**src/rtl/tmr_match_scheduler_v1.sv**
```systemverilog
// Timer match scheduler: on each match0 event, pops a delta from a small queue,
// adds it to the last programmed match value and writes the sum to the timer
// MVAL0 register over the shared timer SFR bus, stalling the CPU for that cycle.
module tmr_match_scheduler_v1 #(
   parameter int                    DATA_WIDTH      = 32,
   parameter int                    ADDR_WIDTH      = 32,
   parameter logic [ADDR_WIDTH-1:0] TMR_BASE_ADDR   = '0,
   parameter logic [ADDR_WIDTH-1:0] SCHED_BASE_ADDR = 'h100,
   parameter int                    FIFO_DEPTH      = 8
) (
   input  logic                  sys_clk,
   input  logic                  sys_rst_n,
   input  logic                  sys_clk_en,
   input  logic [ADDR_WIDTH-1:0] cpu_addr,
   input  logic                  cpu_wr_en,
   input  logic [DATA_WIDTH-1:0] cpu_wr_data,
   output logic                  cpu_stall,
   output logic [DATA_WIDTH-1:0] sched_rd_dout,
   input  logic                  match0_event,
   output logic [ADDR_WIDTH-1:0] sys_addr,
   output logic                  sys_wr_en,
   output logic [DATA_WIDTH-1:0] sys_sw_value
);

   localparam int PTR_W = (FIFO_DEPTH > 1) ? $clog2(FIFO_DEPTH) : 1;
   localparam int CNT_W = PTR_W + 1;

   localparam logic [ADDR_WIDTH-1:0] MVAL0_ADDR = TMR_BASE_ADDR + ADDR_WIDTH'(8);
   localparam logic [ADDR_WIDTH-1:0] CTRL_ADDR  = SCHED_BASE_ADDR;
   localparam logic [ADDR_WIDTH-1:0] PUSH_ADDR  = SCHED_BASE_ADDR + ADDR_WIDTH'(4);
   localparam logic [ADDR_WIDTH-1:0] STAT_ADDR  = SCHED_BASE_ADDR + ADDR_WIDTH'(8);

   typedef enum logic [1:0] {
      S_IDLE,
      S_POP,
      S_WRITE
   } state_t;

   state_t                state, state_nx;
   logic                  en;
   logic [DATA_WIDTH-1:0] fifo_mem [FIFO_DEPTH];
   logic [PTR_W-1:0]      wr_ptr, rd_ptr;
   logic [CNT_W-1:0]      count;
   logic [DATA_WIDTH-1:0] match_shadow, next_q;
   logic                  pending, pending_nx;
   logic                  event_d;
   logic                  undr, ovf, lost;
   logic                  set_undr, set_lost;
   logic                  do_pop, do_push;

   // A CPU access during the scheduler's bus write is stalled and repeated,
   // so it must not have any side effect in the stalled cycle.
   assign cpu_stall = (state == S_WRITE);

   logic cpu_wr_ok;
   assign cpu_wr_ok = cpu_wr_en & ~cpu_stall;

   logic wr_ctrl, wr_push, wr_stat, wr_mval0, flush;
   assign wr_ctrl  = cpu_wr_ok & (cpu_addr == CTRL_ADDR);
   assign wr_push  = cpu_wr_ok & (cpu_addr == PUSH_ADDR);
   assign wr_stat  = cpu_wr_ok & (cpu_addr == STAT_ADDR);
   assign wr_mval0 = cpu_wr_ok & (cpu_addr == MVAL0_ADDR);
   assign flush    = wr_ctrl & cpu_wr_data[1];

   logic full, empty, edge_det;
   assign full     = (count == CNT_W'(FIFO_DEPTH));
   assign empty    = (count == '0);
   assign edge_det = match0_event & ~event_d;
   // A push into a full queue is rejected even if a pop frees a slot this cycle.
   assign do_push  = wr_push & ~full & ~flush;

   // State register.
   // NOTE: sequential state uses non-blocking assignments so every register
   // samples the pre-edge values, independent of block ordering.
   always_ff @(posedge sys_clk or negedge sys_rst_n) begin
      if (!sys_rst_n) begin
         state <= S_IDLE;
      end else if (sys_clk_en) begin
         state <= state_nx;
      end
   end

   // Next state, event bookkeeping and timer bus mux.
   always_comb begin
      // NOTE: every output gets a default first so no path leaves a latch.
      state_nx     = state;
      pending_nx   = pending;
      set_undr     = 1'b0;
      set_lost     = 1'b0;
      do_pop       = 1'b0;
      sys_addr     = cpu_addr;
      sys_wr_en    = cpu_wr_en;
      sys_sw_value = cpu_wr_data;

      // While a delta is in flight, an edge is remembered once; a second is lost.
      if (state != S_IDLE && edge_det) begin
         if (pending) set_lost = 1'b1;
         else         pending_nx = 1'b1;
      end

      case (state)
         S_IDLE: begin
            if (en && !flush && (edge_det || pending)) begin
               if (edge_det && pending) set_lost = 1'b1;
               pending_nx = 1'b0;
               if (!empty) state_nx = S_POP;
               else        set_undr = 1'b1;
            end
         end
         S_POP: begin
            do_pop   = 1'b1;
            state_nx = S_WRITE;
         end
         S_WRITE: begin
            sys_addr     = MVAL0_ADDR;
            sys_wr_en    = 1'b1;
            sys_sw_value = next_q;
            state_nx     = S_IDLE;
         end
         default: state_nx = S_IDLE;
      endcase

      if (flush || !en) pending_nx = 1'b0;
   end

   // Queue storage.
   // NOTE: the storage array has no reset; occupancy is tracked by the
   // pointers and count, so stale entries are never observed.
   always_ff @(posedge sys_clk) begin
      if (sys_clk_en && do_push) begin
         fifo_mem[wr_ptr] <= cpu_wr_data;
      end
   end

   // Queue pointers and occupancy; FLUSH overrides push and pop.
   always_ff @(posedge sys_clk or negedge sys_rst_n) begin
      if (!sys_rst_n) begin
         wr_ptr <= '0;
         rd_ptr <= '0;
         count  <= '0;
      end else if (sys_clk_en) begin
         if (flush) begin
            wr_ptr <= '0;
            rd_ptr <= '0;
            count  <= '0;
         end else begin
            if (do_push) wr_ptr <= wr_ptr + PTR_W'(1);
            if (do_pop)  rd_ptr <= rd_ptr + PTR_W'(1);
            count <= count + CNT_W'(do_push) - CNT_W'(do_pop);
         end
      end
   end

   // Match value computation and shadow of the last value written to MVAL0.
   always_ff @(posedge sys_clk or negedge sys_rst_n) begin
      if (!sys_rst_n) begin
         next_q       <= '0;
         match_shadow <= '0;
      end else if (sys_clk_en) begin
         if (state == S_POP) next_q <= match_shadow + fifo_mem[rd_ptr];
         if (state == S_WRITE)  match_shadow <= next_q;
         else if (wr_mval0)     match_shadow <= cpu_wr_data;
      end
   end

   // Control, event history and sticky status; a new set beats a clear.
   always_ff @(posedge sys_clk or negedge sys_rst_n) begin
      if (!sys_rst_n) begin
         en      <= 1'b0;
         event_d <= 1'b0;
         pending <= 1'b0;
         undr    <= 1'b0;
         ovf     <= 1'b0;
         lost    <= 1'b0;
      end else if (sys_clk_en) begin
         if (wr_ctrl) en <= cpu_wr_data[0];
         event_d <= match0_event;
         pending <= pending_nx;
         undr    <= set_undr | (undr & ~(wr_stat & cpu_wr_data[10]));
         ovf     <= (wr_push & full) | (ovf & ~(wr_stat & cpu_wr_data[11]));
         lost    <= set_lost | (lost & ~(wr_stat & cpu_wr_data[12]));
      end
   end

   // Read data for the wired-OR SFR read bus.
   always_comb begin
      sched_rd_dout = '0;
      if (cpu_addr == CTRL_ADDR) begin
         sched_rd_dout[0] = en;
      end else if (cpu_addr == STAT_ADDR) begin
         sched_rd_dout[12:0] = {lost, ovf, undr, empty, full, 8'(count)};
      end
   end

endmodule

```
**config.mk**
```make
export PLATFORM = sky130hd
export DESIGN_NAME = tmr_match_scheduler_v1
export DESIGN_NICKNAME = d
export VERILOG_FILES = /design/src/rtl/tmr_match_scheduler_v1.sv
export SDC_FILE = /design/constraint.sdc
export NUM_CORES = 1
export LEC_CHECK = 0
export BUFFER_PORTS_ARGS = -buffer_cell sky130_fd_sc_hd__buf_2
export CAP_MARGIN = 20
export CELL_PAD_IN_SITES_DETAIL_PLACEMENT = 0
export CELL_PAD_IN_SITES_GLOBAL_PLACEMENT = 1
export CORE_MARGIN = 4
export CORE_UTILIZATION = 55
export CTS_BUF_LIST = sky130_fd_sc_hd__clkbuf_4
export DETAILED_ROUTE_END_ITERATION = 10
export PLACE_DENSITY_LB_ADDON = 0.1
export SETUP_SLACK_MARGIN = 0.05
export SYNTH_ARGS = -nofsm -noshare
export SYNTH_HDL_FRONTEND = slang
export SYNTH_SLANG_ARGS = --single-unit
```
**constraint.sdc**
```tcl
create_clock -name sys_clk -period 7.1 [get_ports sys_clk]
set_clock_uncertainty 0.2 [all_clocks]
set_input_delay 0 -clock sys_clk [delete_from_list [all_inputs] [get_ports sys_clk]]
set_output_delay 0 -clock sys_clk [all_outputs]
set_load 0.01 [all_outputs]
```
==> results of run 1 <==
-- flip-flops by register name, summed over array words and instances (netlist names) --
| signal | flops |
|---|---|
| event_d | 1 |
| wr_ptr | 3 |
| ovf | 1 |
| rd_ptr | 3 |
| pending | 1 |
| en | 1 |
| next_q | 32 |
| fifo_mem | 256 |
| lost | 1 |
| state | 2 |
| undr | 1 |
| count | 4 |
| match_shadow | 32 |
-- cells by family after synthesis --
| group | Yosys count | synth area share (%) |
|---|---|---|
| DFF | 338 | 61.53 |
| and+or+nand+nor | 335 | 9.802 |
| AOI/OAI and AO/OA | 149 | 6.040 |
| muxes | 135 | 14.83 |
| buffers and inverters | 89 | 2.885 |
| adders and majority gates | 41 | 3.336 |
| xor gates and xnor gates | 28 | 1.549 |
| other | 1 | 0.02369 |
-- where the power goes --
group          switching [uW]  leakage [uW]  internal (uW)  total (uW)
sequential                247       0.00331           2340        2590
combinational            1860       0.00356           1560        3420
clock                     797      0.000651            826        1620
total                    2900       0.00752           4730        7630
-- critical path: cells and delay by family, from the launching register on --
family,cells,cell delay [ps]
AO/OA/AOI/OAI,6,1610
adder cells (fa/ha/maj),2,640
multiplexers,3,1030
flip-flops,1,970
-- path summary, 6_finish.rpt --
check                                       start                           end  slack (ps)  cells past startpoint
setup reg to reg            rd_ptr[0]$_DFFE_PN0P_        next_q[28]$_DFFE_PN0P_        2500                     11
hold / removal                     cpu_wr_data[8]   match_shadow[8]$_DFFE_PN0P_          40                      5
min in group asynchronous               sys_rst_n  match_shadow[10]$_DFFE_PN0P_         200                      4
setup / recovery            rd_ptr[0]$_DFFE_PN0P_        next_q[28]$_DFFE_PN0P_        2500                     11
hold reg to reg            next_q[14]$_DFFE_PN0P_        next_q[14]$_DFFE_PN0P_         280                      2
max in group asynchronous               sys_rst_n         rd_ptr[0]$_DFFE_PN0P_        5890                      4
-- timing repair --
action / CTS / global route
buffers inserted: 0 / 0
setup endpoints to repair: 0 / 0
endpoints found under the hold margin: 389 / 0
hold buffers: 97 / 0
-- area by class of cell --
cell class / instances / area [um^2]
sequential: 338 / 9746
fill: 2095 / 9090
multi-input combinational: 711 / 5774
timing repair buffer: 255 / 1819
clock buffer: 125 / 938.4
tap: 378 / 473.0
clock inverter: 38 / 178.9
inverter: 18 / 67.56
-- cell usage after synthesis (all sizes together), types with 4 or more instances --
cell and number:
nor3 9, o21ai 51, a211oi 4, inv 18, o211ai 7, nand3 7, o22ai 6, edfxtp 256
nor4 7, nor2 45, xor2 15, nand2b 6, and3 12, o21a 5, buf 38, mux2i 5
a21o 11, nand2 176, and2 43, nand4 13, o21bai 7, ha 39, xnor2 13, dfrtp 82
mux4 64, mux2 66, clkbuf 33, nor2b 4, a21oi 33
-- per-layer routing --
metal | global-route usage (%) | vias up | share of wire (%)
met4 | 4.705 | 0 | 0.80
met1 | 37.11 | 5208 | 45
li1 | - | 4825 | -
met2 | 39.99 | 402 | 47
met3 | 5.049 | 36 | 6.3
met5 | 0 | - | 0
-- metrics by stage --
step | hold slack [ps] | cells | area, um^2
finish | 43.64 | 1863 | 19000
global placement | -156.2 | 1603 | 16890
detailed placement | -161.0 | 1603 | 16890
floorplan | -495.6 | 1138 | 15910
global route | 13.72 | 1863 | 19000
CTS | 1.585 | 1863 | 19000
==> flow_summary.json, run 1 <==
{
  "critPathMaxFanout": 39,
  "cp_cell_sequence": "mux4_2 -> mux2_2 -> ha_1 -> fa_1 -> a21o_1 -> a221oi_1 -> a211oi_2 -> o21bai_2 -> o21ai_1 -> mux2i_1 -> o21ai_0",
  "slew_violations": 0,
  "clk_pin_slew_ps": 60,
  "async_reset_ff_share_pct": 24.26,
  "tightestPinTransition_ps": 901.7,
  "wl_mm": 38.88,
  "viasPerCell": 5.621,
  "first_iter_violations": 712,
  "fmax_mhz": 217.3,
  "synthTopCellsByArea": "edfxtp_1, dfrtp_1, mux4_2",
  "endpoint_kind": "flop",
  "ys.flop_type": "edfxtp_1",
  "slowest_delay_ps": 970,
  "pre_cts_ws_ps": 2433,
  "power.density_cell_area_nw_per_um2": 401.9,
  "crit_type": "reg -> reg",
  "tns_ps": 0,
  "crit_slowest_cell": "dfrtp_4",
  "fin_ws_ps": 2498,
  "ys_warn_count": 0,
  "cts.sinks": 338,
  "max_cap_violations": 0,
  "syn-cell-area_um2": 15830,
  "grt_antenna_before_repair": 0,
  "area_delta_synth_final_pct": 20.02,
  "rsz0062_at_grt": "no",
  "yosysTopAreaCell": "edfxtp_1",
  "finalCriticalPeriod_ps": 4602,
  "grt_pass1_vias": 10880,
  "diodes": 0,
  "cts-root-buf": "clkbuf_4",
  "die_x_um": 177.6,
  "peakVddDrop_uv": 178.2,
  "cts_tree": "built",
  "synth_cells": 1116,
  "hp-class": "in -> reg",
  "drive_gt1_share_pct": 30.10,
  "power_uw": 7634,
  "syn_area_per_cell_um2": 14.18,
  "ys_seq_elements": 338,
  "cts_buffers": 87,
  "dr.pass1.iters": 5,
  "initial_core_util_pct": 56.35,
  "startpoint_type": "flop",
  "power_leakage_uw": 0.007522,
  "clock_path_buffers": 3,
  "ioPinCount": 167,
  "dp_hpwl_mm": 23.21,
  "nNetsFinal": 1521,
  "track_usage_pct": 25.20,
  "ctsHtreeMaxLevel": 3,
  "ant_nets": 0,
  "fin_util_pct": 67.64,
  "place_congestion": 0.8772,
  "drcViolationCount": 0,
  "grt_max_degree": 70,
  "wl_per_cell_um": 20.87,
  "finalCritPeriodShare_pct": 64.82,
  "postCtsResizedCells": 0,
  "grt_pass1_wl_mm": 61.07,
  "worstPathRequired_ps": 7430,
  "relSlewSlack_pct": 39.80,
  "worstSkewPairLatency_ps": 710,
  "setup_viol": 0,
  "synth.distinct_cells": 67,
  "rows": 61,
  "die_h_um": 177.6,
  "synth_top_area_share_pct": 48.57,
  "port_buffers": 143,
  "status": "finished, final reports clean",
  "cp.arrival_ps": 4940,
  "coreArea_um2": 28090,
  "final_common_cell": "edfxtp_1",
  "vias": 10470,
  "dieArea_um2": 31560,
  "grt-ovfl-total": 0,
  "synth-edff-count": 256,
  "final_cell_mix": "edfxtp_1, nand2_1, buf_2, clkbuf_4, dlygate4sd3_1",
  "hold_viol_final": 0,
  "synth_seq_area_share_pct": 61.53
}
No activity file was read; power rests on OpenSTA's default activity.
==> run 2: changes to the inputs <==
CORE_UTILIZATION = 51   (was 55)
clock period = 4.3 ns   (was 7.1 ns; I/O delays follow)
==> run 2 against run 1 <==
Global-route usage fell by 2.5 points; core utilization shrank 4.9 points; sequential power grew 59%; non-clock buffer count rose by 6; critical path depth unchanged; cell count rose by 1.1%; critical endpoint unchanged; flip-flop and latch count unchanged; largest cell class unchanged.
==> flow_summary.json, run 2 (synthesis gave the netlist of run 1 again) <==
{
  "grt_pass1_wl_mm": 59.75,
  "power_leakage_uw": 0.007604,
  "max_cap_violations": 0,
  "clk_pin_slew_ps": 70,
  "place_congestion": 0.8218,
  "status": "finished, final reports clean",
  "die_x_um": 184.2,
  "ant_nets": 0,
  "min_from": "cpu_wr_data[4]",
  "fmax_mhz": 249.9,
  "grt_antenna_before_repair": 2,
  "dp_hpwl_mm": 23.86,
  "cp.arrival_ps": 4320,
  "power.density_cell_area_nw_per_um2": 666.5,
  "endpoint_kind": "flop",
  "seqCellArea_um2": 9744,
  "final_cell_mix": "edfxtp_1, nand2_1, buf_2, clkbuf_4, dlygate4sd3_1",
  "startpoint": "rd_ptr[0]$_DFFE_PN0P_",
  "port_buffers": 143,
  "wl_per_cell_um": 20.24,
  "clock_path_buffers": 3,
  "cts_tree": "built",
  "area_delta_synth_final_pct": 21.21,
  "peakVddDrop_uv": 299.1,
  "ctsHtreeMaxLevel": 3,
  "crit_slowest_cell": "dfrtp_4",
  "worstPathRequired_ps": 4620,
  "grt-ovfl-total": 0,
  "rsz0062_at_grt": "no",
  "cp_cell_sequence": "buf_12 -> mux4_2 -> mux2_2 -> fa_1 -> a21o_1 -> a221oi_1 -> a211oi_2 -> o21bai_2 -> o21ai_1 -> mux2i_1 -> o21ai_0",
  "hp-class": "in -> reg",
  "layout.cells.non_filler": 1883,
  "tns_ps": 0,
  "crit_type": "reg -> reg",
  "finalCritPeriodShare_pct": 93.06,
  "first_iter_violations": 659,
  "vias": 10310,
  "relSlewSlack_pct": 48.08,
  "cts_buffers": 86,
  "rows": 64,
  "drive_gt1_share_pct": 31.31,
  "wl_mm": 38.12,
  "finalCriticalPeriod_ps": 4002,
  "cts_setup_buffers": 0,
  "startpoint_type": "flop",
  "nNetsFinal": 1526,
  "final_area_um2": 19180,
  "track_usage_pct": 22.75,
  "placed_cells": 1633,
  "dr.pass1.iters": 5,
  "timing.rr.start": "rd_ptr[0]$_DFFE_PN0P_",
  "tightestPinTransition_ps": 776.1,
  "regMostFlops": "fifo_mem",
  "viasPerCell": 5.473,
  "cts.sinks": 338,
  "slowest_delay_ps": 510,
  "dieArea_um2": 33920,
  "dpl_cell_area_um2": 17110,
  "ioPinCount": 167,
  "largest_reg_flops": 256,
  "p_switching_uw": 4726,
  "worstSkewPairLatency_ps": 680,
  "fillCellCount": 2453,
  "drcViolationCount": 0,
  "setup_viol": 0,
  "cts-root-buf": "clkbuf_4",
  "p_seq_share_pct": 32.1,
  "reg_top3": "fifo_mem: 256 flops, match_shadow: 32 flops, next_q: 32 flops",
  "final_common_cell": "edfxtp_1",
  "intPower_uw": 8061,
  "critPathMaxFanout": 21,
  "grt_max_degree": 67,
  "die_h_um": 184.2,
  "swShare_pct": 36.96,
  "clock_power_share_pct": 21.7,
  "combPwrFrac_pct": 46.1,
  "slew_violations": 0,
  "initial_core_util_pct": 51.74,
  "multi_input_area_um2": 5781,
  "grt_pass1_vias": 10770,
  "coreArea_um2": 30590,
  "hold_viol_final": 0
}
[run 2: final cells by class]
class                           count  area share (%)
Sequential cell                   338           50.79
Inverter                           18          0.3522
Clock buffer                      137           5.361
Timing Repair Buffer              261           10.16
Tap cell                          396           2.583
Antenna cell                        2         0.02609
Clock inverter                     20          0.5935
Multi-Input combinational cell    711           30.13
[run 2: critical path: cells and delay by family (launching register included)]
family,cells,cell delay (ps)
compound gates,6,1460
fa+ha+maj,1,450
flops,1,510
mux,3,990
buf+inv,1,230
[run 2: path summary, 6_finish.rpt]
| check | slack, ps | endpoint | cells after the start |
|---|---|---|---|
| max in group asynchronous | 3120 | match_shadow[16]$_DFFE_PN0P_ | 4 |
| worst min register to register | 280 | next_q[10]$_DFFE_PN0P_ | 2 |
| min in group asynchronous | 210 | count[2]$_DFFE_PN0P_ | 4 |
| worst max-delay path | 300 | next_q[28]$_DFFE_PN0P_ | 11 |
| worst min-delay path | 60 | match_shadow[4]$_DFFE_PN0P_ | 5 |
| worst max register to register | 300 | next_q[28]$_DFFE_PN0P_ | 11 |
[run 2: power groups by stage]
stage	logic (uW)	registers (uW)	clock network [uW]
finish	5900	4110	2780
global placement	5770	4170	0
detailed placement	5790	4170	0
floorplan	4380	4080	0
CTS	5910	4110	2870
global route	6530	4150	3070
[run 2: metal layers]
layer | track usage [%] | routed length [um] | up-vias
met1 | 33.05 | 17540 | 5114
li1 | - | - | 4835
met2 | 35.81 | 17870 | 314
met4 | 5.501 | 472 | 0
met5 | 0 | 0 | -
met3 | 4.677 | 2235 | 43
[run 2: per-stage QoR]
| step | worst slack [ps] | hold slack (ps) | utilization (%) | total power (uW) |
|---|---|---|---|---|
| after CTS | 259.4 | 3.941 | 62.70 | 12890 |
| after floorplan | 51.43 | -495.6 | - | 8465 |
| after global routing | 79.88 | 14.02 | 62.72 | 13750 |
| final | 298.4 | 57.95 | 62.72 | 12790 |
| after global placement | 348.4 | -150.6 | 55.93 | 9935 |
| after detailed placement | 280.4 | -155.6 | 55.93 | 9959 |
[run 2: what timing repair did]
action | 4_1_cts | 5_1_grt
hold buffers | 91 | 0
hold endpoints to repair | 390 | 0
endpoints found under the setup margin | 0 | 1
gates resized for setup | 0 | 1
==> run 3: changes to the inputs <==
CELL_PAD_IN_SITES_DETAIL_PLACEMENT = 1   (was 0)
CORE_UTILIZATION = 55   (was 51)
clock period = 5 ns   (was 4.3 ns; I/O delays follow)
==> run 3 against run 2 <==
Worst hold slack lost 23 ps; power shrank 8.9%; combinational power shrank 8.3%; cell count shrank 0.32%; core utilization grew 5.5 points; sequential share of layout area grew 0.066 points; register-to-register slack gained 220 ps; routed wire length grew 34%; critical path depth is the same; critical path type unchanged; largest power group unchanged; highest routed layer unchanged.
==> flow_summary.json, run 3 (synthesis gave the netlist of run 1 again) <==
{
  "viasPerCell": 6.090,
  "cp_cell_sequence": "buf_12 -> mux4_2 -> mux2_2 -> ha_1 -> a21oi_1 -> o21ai_1 -> o22ai_1 -> a21boi_0 -> o2111ai_1 -> a211oi_1 -> nand4b_1",
  "track_usage_pct": 33.06,
  "coreArea_um2": 28090,
  "clock_path_buffers": 3,
  "finalCriticalPeriod_ps": 4478,
  "dr.pass1.iters": 5,
  "wl_mm": 50.94,
  "reg2reg_depth": 11,
  "rows": 61,
  "crit_type": "reg -> reg",
  "p_switching_uw": 4783,
  "cp.arrival_ps": 4950,
  "intPower_uw": 6868,
  "die_x_um": 177.6,
  "final_common_cell": "edfxtp_1",
  "largest_reg_flops": 256,
  "layout.cells.non_filler": 1877,
  "fin_hold_ws_ps": 34.55,
  "whs_endpoint": "match_shadow[6]$_DFFE_PN0P_",
  "place_congestion": 0.8266,
  "hold_viol_final": 0,
  "critical-path-top-delay-family": "compound AO/OA/AOI/OAI gates",
  "ctsHtreeMaxLevel": 3,
  "drive_gt1_share_pct": 30.31,
  "fillCellCount": 2731,
  "slowest_delay_ps": 650,
  "fmax_mhz": 223.3,
  "fin_util_pct": 68.22,
  "rrSetupSlack_ps": 520,
  "finalCritPeriodShare_pct": 89.57,
  "dp_hpwl_mm": 27.09,
  "dieArea_um2": 31560,
  "clock_power_share_pct": 22.1,
  "dr.max_layer_used": "met4",
  "port_buffers": 143,
  "final_cell_mix": "edfxtp_1, nand2_1, buf_2, clkbuf_4, dlygate4sd3_1",
  "regMostFlops": "fifo_mem",
  "ioPinCount": 167,
  "peakVddDrop_uv": 306.3,
  "power.density_cell_area_nw_per_um2": 608.0,
  "clk_pin_slew_ps": 70,
  "drcViolationCount": 0,
  "hp-class": "in -> reg",
  "postCtsHoldBufs": 106,
  "r2r_end": "next_q[29]$_DFFE_PN0P_",
  "timing.rr.start": "rd_ptr[0]$_DFFE_PN0P_",
  "endpoint_kind": "flop",
  "worstSkewPairLatency_ps": 790,
  "reg_top3": "fifo_mem: 256 flops, match_shadow: 32 flops, next_q: 32 flops",
  "combPwrFrac_pct": 46.5,
  "cts_setup_buffers": 0,
  "die_h_um": 177.6,
  "met2_wirelength_mm": 24.93,
  "cts.sinks": 338,
  "grt_antenna_before_repair": 1,
  "min_from": "cpu_wr_data[6]",
  "cp_num_buf_inv": 1,
  "initial_core_util_pct": 56.35,
  "p_seq_share_pct": 31.4,
  "vias": 11430,
  "crit_slowest_cell": "dfrtp_4",
  "grt_max_degree": 67,
  "status": "finished, final reports clean",
  "dr_wl_met3_mm": 4.147,
  "min_path_cells": 5,
  "tightestPinTransition_ps": 1106,
  "fin_ws_ps": 521.6,
  "relSlewSlack_pct": 26.03,
  "grt-ovfl-total": 0,
  "worstPathRequired_ps": 5470,
  "nNetsFinal": 1534,
  "slew_violations": 0,
  "critPathMaxFanout": 36,
  "startpoint_type": "flop",
  "first_iter_violations": 1188,
  "area_delta_synth_final_pct": 21.07,
  "seqCellArea_um2": 9746,
  "pre_cts_ws_ps": 769.6,
  "multi_input_area_um2": 5774,
  "cts_buffers": 88,
  "cts_tree": "built",
  "postCtsResizedCells": 0,
  "grt_pass1_vias": 12620,
  "grt_pass1_wl_mm": 77.60,
  "swShare_pct": 41.06,
  "rsz0062_at_grt": "no",
  "ant_nets": 0,
  "drt-met1-wl_mm": 19.91,
  "setup_viol": 0,
  "tns_ps": 0,
  "max_cap_violations": 0,
  "wl_per_cell_um": 27.14,
  "placed_cells": 1606,
  "cts-root-buf": "clkbuf_4",
  "power_leakage_uw": 0.007609
}
-- run 3: power by group through the flow --
stage | Clock, uW | Sequential, uW | Combinational [uW]
floorplan | 0 | 3510 | 3770
global placement | 0 | 3680 | 4900
detailed placement | 0 | 3690 | 5040
CTS | 2490 | 3640 | 5190
global route | 2780 | 3690 | 5850
finish | 2580 | 3660 | 5410
-- run 3: metal layers --
layer | GRT usage, % | vias to the layer above
li1 | - | 4828
met1 | 43.76 | 5825
met2 | 54.18 | 638
met3 | 6.839 | 139
met4 | 13.18 | 0
met5 | 0 | -
-- run 3: final cells by class --
| class | count | share of cell area (%) |
|---|---|---|
| clock buffer | 129 | 5.054 |
| sequential | 338 | 50.86 |
| timing repair buffer | 267 | 10.15 |
| multi-input combinational | 711 | 30.13 |
| inverter | 18 | 0.3526 |
| tap | 378 | 2.468 |
| antenna | 1 | 0.01306 |
| clock inverter | 35 | 0.9729 |
-- run 3: worst max-delay path by stage --
stage / start / endpoint / slack (ps) / cells past startpoint
floorplan: state[1]$_DFFE_PN0P_ / fifo_mem[0][0]$_DFFE_PP_ / 740 / 7
detailed placement: rd_ptr[0]$_DFFE_PN0P_ / next_q[29]$_DFFE_PN0P_ / 770 / 11
global placement: rd_ptr[0]$_DFFE_PN0P_ / next_q[31]$_DFFE_PN0P_ / 900 / 11
global route: rd_ptr[0]$_DFFE_PN0P_ / next_q[29]$_DFFE_PN0P_ / 290 / 11
finish: rd_ptr[0]$_DFFE_PN0P_ / next_q[29]$_DFFE_PN0P_ / 520 / 11
CTS: rd_ptr[0]$_DFFE_PN0P_ / next_q[29]$_DFFE_PN0P_ / 690 / 11
-- run 3: worst register-to-register path, stage by stage, from the launching register on --
cell	delay, ps
dfrtp_4	650
buf_12	330
mux4_2	590
mux2_2	310
ha_1	400
a21oi_1	120
o21ai_1	390
o22ai_1	230
a21boi_0	450
o2111ai_1	230
a211oi_1	330
nand4b_1	160
-- run 3: per-stage QoR --
| stage | area, um^2 | total power, uW |
|---|---|---|
| floorplan | 15910 | 7279 |
| global placement | 16930 | 8576 |
| detailed placement | 16930 | 8730 |
| CTS | 19160 | 11320 |
| global route | 19160 | 12320 |
| finish | 19160 | 11650 |
